<file path="src/rtl/cache_fill_ctrl.sv">
// Cache line fill controller: on a miss, fetch the 8-word line from memory,
// write each returned word into the data array, then write the tag entry.
module cache_fill_ctrl (
    input  logic         clk,
    input  logic         rst,
    input  logic         miss_detected,
    input  logic [15:0]  miss_address,
    input  logic         mem_data_valid,
    input  logic [15:0]  mem_data_in,
    output logic         fsm_busy,
    output logic         mem_req,
    output logic [15:0]  mem_addr,
    output logic [127:0] block_enable,
    output logic [7:0]   word_enable,
    output logic         data_write,
    output logic [15:0]  mem_data_out,
    output logic         meta_write,
    output logic [7:0]   meta_out,
    output logic         fill_done
);

    typedef enum logic [1:0] {
        IDLE      = 2'd0,
        FILL      = 2'd1,
        WRITE_TAG = 2'd2
    } state_e;

    state_e     state_q, state_d;
    logic [4:0] tag_q, tag_d;
    logic [6:0] index_q, index_d;
    logic [3:0] issue_cnt_q, issue_cnt_d;
    logic [3:0] recv_cnt_q, recv_cnt_d;

    // The byte offset within the line never influences the fill.
    logic unused_offset;
    assign unused_offset = ^miss_address[3:0];

    always_comb begin
        state_d     = state_q;
        tag_d       = tag_q;
        index_d     = index_q;
        issue_cnt_d = issue_cnt_q;
        recv_cnt_d  = recv_cnt_q;
        case (state_q)
            IDLE: begin
                if (miss_detected) begin
                    state_d     = FILL;
                    tag_d       = miss_address[15:11];
                    index_d     = miss_address[10:4];
                    issue_cnt_d = 4'd0;
                    recv_cnt_d  = 4'd0;
                end
            end
            FILL: begin
                if (issue_cnt_q != 4'd8) issue_cnt_d = issue_cnt_q + 4'd1;
                if (mem_data_valid) begin
                    if (recv_cnt_q != 4'd8) recv_cnt_d = recv_cnt_q + 4'd1;
                    if (recv_cnt_q == 4'd7) state_d = WRITE_TAG;
                end
            end
            WRITE_TAG: state_d = IDLE;
            default:   state_d = IDLE;
        endcase
    end

    always_ff @(posedge clk) begin
        if (rst) begin
            state_q     <= IDLE;
            tag_q       <= 5'd0;
            index_q     <= 7'd0;
            issue_cnt_q <= 4'd0;
            recv_cnt_q  <= 4'd0;
        end else begin
            state_q     <= state_d;
            tag_q       <= tag_d;
            index_q     <= index_d;
            issue_cnt_q <= issue_cnt_d;
            recv_cnt_q  <= recv_cnt_d;
        end
    end

    // Everything except the data-write path decodes straight from flops;
    // data_write must track mem_data_valid in the same cycle.
    always_comb begin
        fsm_busy     = (state_q != IDLE);
        mem_req      = (state_q == FILL) && (issue_cnt_q != 4'd8);
        mem_addr     = mem_req ? {tag_q, index_q, issue_cnt_q[2:0], 1'b0} : 16'd0;
        block_enable = fsm_busy ? (128'd1 << index_q) : 128'd0;
        data_write   = (state_q == FILL) && mem_data_valid;
        word_enable  = data_write ? (8'd1 << recv_cnt_q[2:0]) : 8'd0;
        mem_data_out = mem_data_in;
        meta_write   = (state_q == WRITE_TAG);
        fill_done    = meta_write;
        meta_out     = meta_write ? {1'b1, 2'b00, tag_q} : 8'd0;
    end

endmodule

</file>
<file path="config.mk">
export PLATFORM = sky130hd
export DESIGN_NAME = cache_fill_ctrl
export DESIGN_NICKNAME = d
export VERILOG_FILES = /design/src/rtl/cache_fill_ctrl.sv
export SDC_FILE = /design/constraint.sdc
export NUM_CORES = 1
export LEC_CHECK = 0
export ABC_AREA = 1
export BUFFER_PORTS_ARGS = -buffer_cell sky130_fd_sc_hd__buf_2
export CORE_AREA = 2 2 85 87
export CTS_BUF_LIST = sky130_fd_sc_hd__clkbuf_16
export CTS_CLUSTER_SIZE = 28
export DETAILED_ROUTE_END_ITERATION = 10
export DIE_AREA = 0 0 87 89
export GPL_TIMING_DRIVEN = 0
export PLACE_DENSITY = 0.77
export SLEW_MARGIN = 20
export SYNTH_ARGS = -nofsm -noshare
export SYNTH_HDL_FRONTEND = slang
export SYNTH_SLANG_ARGS = --single-unit
</file>
<file path="constraint.sdc">
create_clock -name clk -period 1.5 [get_ports clk]
set_input_delay 0.3 -clock clk [delete_from_list [all_inputs] [get_ports clk]]
set_output_delay 0.3 -clock clk [all_outputs]
set_load 0.02 [all_outputs]
</file>
# Word level (Yosys, flattened, before mapping)
# Index checks and enable logic that the tools add are counted.
word_totals:
  mem_bits_rw: 0
  latchBits: 0
  regBits: 22
  elab_cells: 42
  mem_bits_ro: 0
  memories: 0
classes:
  n_mul: 0
  n_mux: 14
  n_shift: 2
  n_div: 0
  n_reduce_logical: 9
  eq_ne: 10
  n_addsub: 2
  magnitude_cmp: 0
  bitwise: 0
ops:
  columns: ["cell", "n"]
  rows:
  - ["128-bit 2-to-1 mux", 1]
  - ["1-bit by 7-bit << shifter with 128-bit output (first input constant)", 1]
  - ["16-bit 2-to-1 mux", 1]
  - ["4-bit 2-to-1 mux", 4]
  - ["8-bit 2-to-1 mux", 2]
  - ["4-bit one-hot mux with 2 select lines", 2]
  - ["4-bit by 1-bit adder with 4-bit output (second input constant)", 2]
  - ["2-bit inequality test (second input constant)", 4]
  - ["4-bit inequality test (second input constant)", 2]
  - ["1-bit by 3-bit << shifter with 8-bit output (first input constant)", 1]
  - ["2-bit 2-to-1 mux", 3]
  - ["3-bit AND reduction", 2]
  - ["4-bit by 3-bit == test with 1-bit output (second input constant)", 1]
  - ["2-bit one-hot mux with 2 select lines", 1]
  - ["4-bit AND reduction", 1]
  - ["2-bit nonzero test", 2]
  - ["2-bit by 1-bit == test with 1-bit output (second input constant)", 1]
  - ["2-bit == test (second input constant)", 1]
  - ["1-bit logical AND", 2]
  - ["2-bit logical NOT", 1]
  - ["2-bit by 1-bit inequality test with 1-bit output (second input constant)", 1]
  - ["2-bit AND reduction", 1]

# Longest topological paths before layout
depth:
  depth_word: 4
  depth_mapped: 9

# Worst setup path after synthesis
# Ideal clock, no wire load.
synth_path:
  kind: "flip-flop to output port"
  start: "register state_q[0]"
  end: "output word_enable[0]"
  required_time_ns: 1.200
  stages_incl_launch_ff: 5
  arrival_time_ns: 1.521
  setup_slack_ns: -0.321
  path_cell_list: "dfxtp_1 nand2_1 nor2_1 inv_1 nor3_1"
synth_via:
  elab_chain_len: 3
synth_rtl:
  columns: ["item", "line", "rtl"]
  rows:
  - ["from (decl)", "28", "state_e state_q, state_d;"]
  - ["from (signal assigned)", "74", "state_q <= state_d;"]
  - ["2-bit by 1-bit == test with 1-bit output", "89", "data_write = (state_q == FILL) && mem_data_valid;"]
  - ["1-bit logical AND", "89", null]
  - ["net data_write", "15", "output logic data_write,"]
  - ["8-bit 2-to-1 mux", "90", "word_enable = data_write ? (8'd1 << recv_cnt_q[2:0]) : 8'd0;"]
  - ["to (decl)", "14", "output logic [7:0] word_enable,"]
# The timed path passes the listed nets, and every way through them passes these cells.

# Worst setup path after layout
layout_path:
  start: "register index_q[2]"
  end: "output block_enable[126]"
layout_via:
  elab_chain_len: 2
layout_rtl:
  columns: ["item", "line", "rtl"]
  rows:
  - ["from (decl)", "30", "logic [6:0] index_q, index_d;"]
  - ["from (signal assigned)", "76", "index_q <= index_d;"]
  - ["1-bit by 7-bit << shifter with 128-bit output", "88", "block_enable = fsm_busy ? (128'd1 << index_q) : 128'd0;"]
  - ["128-bit 2-to-1 mux", "88", null]
  - ["to (decl)", "13", "output logic [127:0] block_enable,"]
# No other way between the ends.

==> results.txt <==
Crit Path Class - flop to output port
Fin Clk Skew - 0.00119 ns
Avg Vias per Cell - 6.23
final wirelength - 19.0 mm
failing checks - negative setup slack
pre-CTS setup slack - -0.431 ns
htree depth - 1
Seq/Total Area, Yosys - 0.180
Syn Area/Cell - 5.45 um2
Clock Latency Late Sink - 0.26 ns
io pins - 217
First DRT Iteration DRCs - 558
CTS Buf Count - 3
hpwl dp - 8.69 mm
core area - 6720 um2
Via Count - 4830
Core Rows - 30
initial antenna violation count - 0
fin crit share - 1.55
final worst setup slack - -0.830 ns
Final Power - 2.75 mW
share of layout cells above drive strength 1 - 0.699
Clock Path Buffers - 2
diode count - 0
die width - 87 um
critical path peak fanout - 6
WHS Path Cells - 2
Crit path required time - 1.20 ns
Rel. slew slack - 0.650
RSZ-0062 raised after global routing - yes
Peak VDD IR - 0.662 mV
Leakage - 2.52 nW
power density over the cells - 445 nW/um2
Hold Crit Class - primary input to flop
Cell Area, Synth - 2450 um2
startpoint type of the worst setup path - flop
vias in the first global route - 3865
status - finished, violations left
clock tree sinks - 22
CP arrival - 2.03 ns
fin. max-slew vios - 0
CTS tree - yes
Synth cell types - 20
Area growth syn-to-layout - 152%
global-route wire length before repair - 19.3 mm
gr usage total - 0.312
Max Clock Freq - 429 MHz
fill cell total of the finished layout - 232
GRT overflow - 0
synthesized flop and latch total - 22
maxcap violations - 0
Slew @ Worst Pin - 0.525 ns
commonest non-fill, non-tap cell in the layout - buf_4
full die area - 7740 um2
DRC Markers - 0
commonest cells after routing, fill and taps aside - 121 x buf_4, 116 x buf_6, 80 x nor2_4, 70 x nor2_1, 38 x buf_2
Worst Reg-to-Reg Cells - 8
antenna-violating nets left - 0
largest net degree at the start of global routing - 12
Warnings, synthesis - 0
final setup fails - 164
Initial Utilization - 0.365
Initial DRT Pass Iterations - 6
Clk pin slew, worst setup/hold paths - 0.06 ns
Die Y - 89 um
Final min period - 2.33 ns
routability cong. - 0.950
NumNets Final - 741
final hold viol count - 0
DR WL/cell - 24.5 um
CP endpoint kind - output port
Root Driver - clkbuf_16
cells after synthesis - 450
PortBufs - 193
==> routing by layer <==
layer  routed length [um]  global-route usage
met3                 2290              0.0628
met1                 5880               0.343
met5                    0                   0
met4                 1840               0.172
met2                 9010               0.563
==> metrics by stage <==
step / setup TNS, ns / instances / area [um2] / utilization / hold WS (ns)
2_1_floorplan: -12.73 / 452 / 2680 / - / 0.369
3_3_place_gp: -39.96 / 725 / 3750 / 0.558 / 0.449
3_5_place_dp: -41.43 / 725 / 3750 / 0.558 / 0.462
4_1_cts: -42.37 / 768 / 5460 / 0.812 / 0.274
5_1_grt: -67.25 / 775 / 6170 / 0.919 / 0.285
6_report: -61.34 / 775 / 6170 / 0.919 / 0.271
==> cells in the mapped netlist, drive strengths merged <==
cell type,number,area [um2]
a21oi,17,85.1
a31oi,1,6.26
buf,40,255
clkbuf,15,56.3
clkinv,1,3.75
conb,1,3.75
dfxtp,22,440
ha,8,100
inv,35,131
nand2,43,164
nand3,32,160
nand4,34,213
nor2,176,661
nor3,10,95.1
nor4,1,6.26
o21ai,14,70.1
==> final timing paths <==
path	to	slack, ns	start
worst max-delay path	block_enable[126]	-0.83	index_q[2]$_SDFFE_PP0P_
worst min-delay path	issue_cnt_q[1]$_SDFFE_PP0P_	0.27	rst
worst max register to register	recv_cnt_q[0]$_SDFFE_PP0P_	-0.03	recv_cnt_q[0]$_SDFFE_PP0P_
worst min register to register	recv_cnt_q[1]$_SDFFE_PP0P_	0.52	recv_cnt_q[1]$_SDFFE_PP0P_
==> critical path, stage by stage, from the launching register on <==
cell	delay [ns]
dfxtp_4	0.43
buf_6	0.13
nand3_4	0.10
nor2_4	0.29
nand3_2	0.26
nor2_2	0.37
buf_6	0.18
==> cell type report <==
cell class              instances  area, um2  share of cell area
well taps                      80        100              0.0162
repair buffers                241       2190               0.355
multi-input cells             339       2700               0.438
clock buffers                   3       75.1              0.0122
plain buffers                  54        459              0.0744
inverters                      36        175              0.0284
flip-flops and latches         22        469              0.0760
==> state kept, by name, summed over array words and instances, names as in the netlist <==
register     flops
index_q          7
issue_cnt_q      4
recv_cnt_q       4
state_q          2
tag_q            5
==> timing repair <==
action | 4_1_cts | 5_1_grt
hold buffers | 0 | 0
setup endpoints to repair | 161 | 163
gates resized for setup | 409 | 181
cloned | 1 | 0
setup buffers | 39 | 9
pin swaps | 27 | 51
==> where the power goes <==
group	leakage, nW	switching, mW	internal (mW)
combinational	2.29	0.957	0.535
sequential	0.187	0.0587	0.624
clock	0.0370	0.219	0.353
==> cell families (layout without fill, tap and decap cells) <==
group / after synthesis / in the layout / synth area share
AND/OR/NAND/NOR: 296 / 296 / 0.530
buffers and inverters: 91 / 334 / 0.182
other: 1 / 3 / 0.00153
adder cells (fa/ha/maj): 8 / 8 / 0.0408
flip-flops: 22 / 22 / 0.180
AO/OA/AOI/OAI: 32 / 32 / 0.0659
No activity file was read; power rests on OpenSTA's default activity.
